===== src/rtl/dff_mem_bank.sv =====
// dff_mem_bank: parametrised flip-flop memory with registered reads and a hardware clear sweep.
module dff_mem_bank #(
  parameter int                DATA_W  = 8,
  parameter int                ADDR_W  = 4,
  parameter int                DEPTH   = 16,
  parameter logic [DATA_W-1:0] CLR_VAL = '0
) (
  input  logic              clk,
  input  logic              rst,
  input  logic              ce_n,
  input  logic              lr_n,
  input  logic [ADDR_W-1:0] addr,
  input  logic [DATA_W-1:0] wdata,
  input  logic              clr,
  output logic [DATA_W-1:0] rdata,
  output logic              rvalid,
  output logic              data_oe,
  output logic              busy
);
  typedef enum logic {IDLE, CLEAR} state_t;
  localparam logic [ADDR_W-1:0] LAST    = ADDR_W'(DEPTH - 1);
  localparam logic [ADDR_W:0]   DEPTH_L = (ADDR_W + 1)'(DEPTH);
  state_t              state_q, state_d;
  logic [ADDR_W-1:0]   ptr_q, ptr_d;
  logic [DATA_W-1:0]   mem_q [DEPTH];
  logic [DATA_W-1:0]   rdata_q, rdata_d;
  logic                rvalid_q, rvalid_d, oe_q, oe_d;
  logic                idle, last, acc, in_range, rd, ld, wr;
  assign idle     = state_q == IDLE;
  assign last     = ptr_q == LAST;
  assign in_range = {1'b0, addr} < DEPTH_L;
  // clr has priority over any access presented in the same cycle
  assign acc      = idle && !clr && !ce_n;
  assign rd       = acc && lr_n;
  assign ld       = acc && !lr_n;
  assign wr       = ld && in_range;
  always_ff @(posedge clk or posedge rst)
    if (rst) begin
      state_q <= IDLE;
      ptr_q   <= '0;
    end else begin
      state_q <= state_d;
      ptr_q   <= ptr_d;
    end
  always_comb begin
    state_d = idle ? (clr ? CLEAR : IDLE) : (last ? IDLE : CLEAR);
    ptr_d   = (idle || last) ? '0 : ptr_q + 1'b1;
  end
  always_comb begin
    rdata_d  = rd ? (in_range ? mem_q[addr] : '0) : rdata_q;
    rvalid_d = rd;
    oe_d     = rd ? 1'b1 : (ld ? 1'b0 : oe_q);
  end
  always_ff @(posedge clk or posedge rst)
    if (rst) begin
      for (int i = 0; i < DEPTH; i++) mem_q[i] <= '0;
      rdata_q  <= '0;
      rvalid_q <= 1'b0;
      oe_q     <= 1'b0;
    end else begin
      if (!idle) mem_q[ptr_q] <= CLR_VAL;
      else if (wr) mem_q[addr] <= wdata;
      rdata_q  <= rdata_d;
      rvalid_q <= rvalid_d;
      oe_q     <= oe_d;
    end
  assign rdata   = rdata_q;
  assign rvalid  = rvalid_q;
  assign data_oe = oe_q;
  assign busy    = state_q == CLEAR;
endmodule


===== config.mk =====
export PLATFORM = sky130hd
export DESIGN_NAME = dff_mem_bank
export DESIGN_NICKNAME = d
export VERILOG_FILES = /design/src/rtl/dff_mem_bank.sv
export SDC_FILE = /design/constraint.sdc
export NUM_CORES = 1
export LEC_CHECK = 0
export ABC_AREA = 1
export CAP_MARGIN = 20
export CORE_MARGIN = 5
export CORE_UTILIZATION = 30
export CTS_CLUSTER_SIZE = 20
export DETAILED_ROUTE_END_ITERATION = 10
export SLEW_MARGIN = 20
export SYNTH_ARGS = -nofsm -noshare
export SYNTH_HDL_FRONTEND = slang
export SYNTH_SLANG_ARGS = --single-unit

===== constraint.sdc =====
create_clock -name clk -period 9.9 [get_ports clk]
set_input_delay 1.485 -clock clk [delete_from_list [all_inputs] [get_ports clk]]
set_output_delay 1.485 -clock clk [all_outputs]
set_load 0.005 [all_outputs]

==> metrics.csv <==
stage,metric,value,unit
floorplan,start_util,30.4,%
clocking,cts_hold_buf,0,
logic_synthesis,synth_edf_count,0,
clocking,post_cts.repair.setup_buffers,0,
clocking,cts.clk_slew.worst_paths,0.06,ns
layout,layout.cells.most_common,nand2_1,
clocking,clockBufferDepth,2,
timing,max_freq,293,MHz
critical_path,slowest_stage,nor3_4,
layout,fillCellCount,2512,
routing,met1_length,9.77,mm
logic_synthesis,yosys.cell_types.count,29,
floorplan,coreArea,0.0234,mm^2
timing,clock_skew,0.0137,ns
critical_path,critPathKind,input pin to flop,
clocking,clock_latency,0.44,ns
place,place_congestion,0.893,
routing,detail_route.wl_per_cell,16.6,um
routing,wirelength,21.3,mm
timing,hold_violations,0,
grt,grt_max_degree,87,
critical_path,path_cells,"clkdlybuf4s50_1, buf_4, inv_2, nand2_1, nor3_4, nor2_2, nand2_1, nand2_1",
logic_synthesis,synth_top_family_by_area,simple AND/OR/NAND/NOR gates,
logic_synthesis,syn_area,0.00711,mm^2
grt,antenna_found_initial,0,
timing,worst_slack,6.49,ns
logic_synthesis,synth_xor_area_share,0,%
logic_synthesis,synth_fa_ha_area_share,0.880,%
logic_synthesis,syn-num-nets,962,
routing,drtIter0Drc,577,
clocking,cts_root_buf,clkbuf_16,
logic_synthesis,synthArstFlopShare,100,%
logic_synthesis,ys_ff_latch,143,
timing,finalCritPeriodShare,34.5,%
logic_synthesis,synth_compound_area_share,11.4,%
timing,setup_viol,0,
grt,grt_pass1_vias,6008,
worst_hold_path,hp-class,flop to flop,
timing,rsz0062_at_grt,false,
routing,wl_met2,9.57,mm
layout,syn2layout_area_growth,15.6,%
logic_synthesis,synthCells,940,
layout,drive_gt1_share,6.74,%
routing,drc,0,
logic_synthesis,ys.flop_type,dfrtp_1,
timing,setup_tns,0,ns
logic_synthesis,syn_area_per_cell,7.57,um^2
timing,worstMarginPinSlew,1.03,ns
timing,maxSlewHeadroom,31.1,%
clocking,postCtsResizedCells,0,
critical_path,required,10.23,ns
routing,ant_nets,0,
place,io_buffers,27,
routing,wl_met3,1.59,mm
critical_path,cp_num_buf_inv,3,
routing,drt_first_pass_iters,5,
pwr,leakage,3.99,nW
logic_synthesis,yosysSeqAreaShare,50.3,%
floorplan,io_pins,28,
routing,dr_total_vias,6322,
clocking,cts_tree,done,
place,hpwl,14.0,mm
floorplan,num_rows,56,
clocking,cts_buffers,17,
critical_path,cpPeakStageDelay,0.50,ns
grt,grt_pass1_wl,34.1,mm
critical_path,cp.arrival,3.74,ns
run,drv_cap,0,
floorplan,die_area,0.0269,mm^2
routing,routed_via_density,4.93,
logic_synthesis,synthSimpleGateAreaFrac,30.3,%
place,dp_slack,6.05,ns
outcome,outcome,completed,
grt,grt_usage,16.5,%
floorplan,die_h,164,um
grt,globalRoute.totalOverflow,0,
routing,dr.max_layer_used,met4,
pwr,p_per_area,202,mW/mm^2
critical_path,cp_common_cell,nand2_1,
logic_synthesis,synth.yosys.warnings,0,
layout,nets,973,
timing,slew_violations,0,
clocking,cts_sinks,143,
critical_path,end_kind,flop,
clocking,h-tree-depth,4,
critical_path,crit_path_max_fanout,34,
critical_path,start_kind,input pin,
critical_path,critical_path.top_delay_family,buffers and inverters,
timing,period_needed,3.41,ns
layout,layout_common_cells,"413 x nand2_1, 143 x dfrtp_1, 91 x o21ai_0, 77 x inv_1, 51 x nor2_1",
logic_synthesis,synthMuxAreaShare,0,%
floorplan,dieWidth,164,um
layout,fin_util,35.1,%
layout,antenna_cells,0,
pwr,peakVddDrop,0.0000837,V
-- Yosys cell counts, types with 2 or more instances --
cell      instances  area (um^2)
nand4_2           3         37.5
o22ai_1          18          113
nand3_2           2         20.0
o31ai_1          16          120
nand2_1         413         1550
nor3_4            2         32.5
a31oi_1           4         25.0
nor2_4            3         33.8
buf_4             6         45.0
o21ai_0          91          455
nor2_1           51          191
o21ai_1           7         35.0
inv_2             4         15.0
or2_2             8         50.1
clkbuf_1         17         63.8
buf_6             2         22.5
nor3_1            3         15.0
ha_1              5         62.6
a31oi_2           3         37.5
inv_1            78          293
dfrtp_1         143         3580
nand3_1          41          205
buf_2            11         55.1
buf_1             3         11.3
a21oi_1           2         10.0
-- area by class of cell --
class                   count  area, um^2  share of cell area [%]
multi-input cells         676        3030                    36.8
inverters                  82         313                    3.80
clock inverters            10         135                    1.64
repair buffers             31         295                    3.59
flip-flops and latches    143        3580                    43.5
well taps                 319         399                    4.85
clock buffers              22         474                    5.77
-- logic make-up (layout without fill, tap and decap cells) --
logic type               after synthesis  count (layout)
AND/OR/NAND/NOR                      528             528
adder cells (fa/ha/maj)                5               5
flip-flops                           143             143
AO/OA/AOI/OAI                        143             143
buffers and inverters                121             145
-- report_power, final --
| group | total (mW) | switching (mW) | internal (mW) | leakage, nW |
|---|---|---|---|---|
| logic | 0.309 | 0.199 | 0.109 | 1.73 |
| registers | 0.687 | 0.0442 | 0.643 | 1.97 |
| clock network | 0.663 | 0.248 | 0.414 | 0.288 |
| total | 1.66 | 0.492 | 1.17 | 3.99 |
-- flip-flops by register name, summed over array words and instances (netlist names) --
signal	cells
mem_q	128
ptr_q	4
rvalid	1
data_oe	1
busy	1
rdata	8
-- layer usage --
metal  vias up  track usage (%)
met5         -                0
met4         0             5.34
met3        28             3.44
met2       243             24.7
met1      3057             23.9
li1       2994                -
-- tightest hold or removal path, delay by kind of cell, from the launching register on --
family        cells  cell delay (ns)
simple gates      2             0.10
flops             1             0.35
-- worst paths after layout --
path,cells past startpoint,slack [ns],to,from
worst max register to register,7,7.33,mem_q[110]$_DFFE_PP0P_,busy$_DFF_PP0_
worst min register to register,2,0.48,mem_q[127]$_DFFE_PP0P_,mem_q[127]$_DFFE_PP0P_
worst min-delay path,2,0.48,mem_q[127]$_DFFE_PP0P_,mem_q[127]$_DFFE_PP0P_
worst max-delay path,8,6.49,mem_q[123]$_DFFE_PP0P_,addr[1]
min in group asynchronous,2,1.57,mem_q[119]$_DFFE_PP0P_,rst
max in group asynchronous,3,7.04,mem_q[1]$_DFFE_PP0P_,rst
-- through the flow --
step	std cells	power (mW)	hold slack [ns]	cell area [um^2]
5_1_grt	1283	1.73	0.505	8220
3_3_place_gp	1251	0.999	0.459	7610
2_1_floorplan	940	0.874	0.442	7110
4_1_cts	1283	1.66	0.477	8220
3_5_place_dp	1251	1.00	0.463	7610
6_report	1283	1.66	0.479	8220
(Power assumes the default switching activity.)
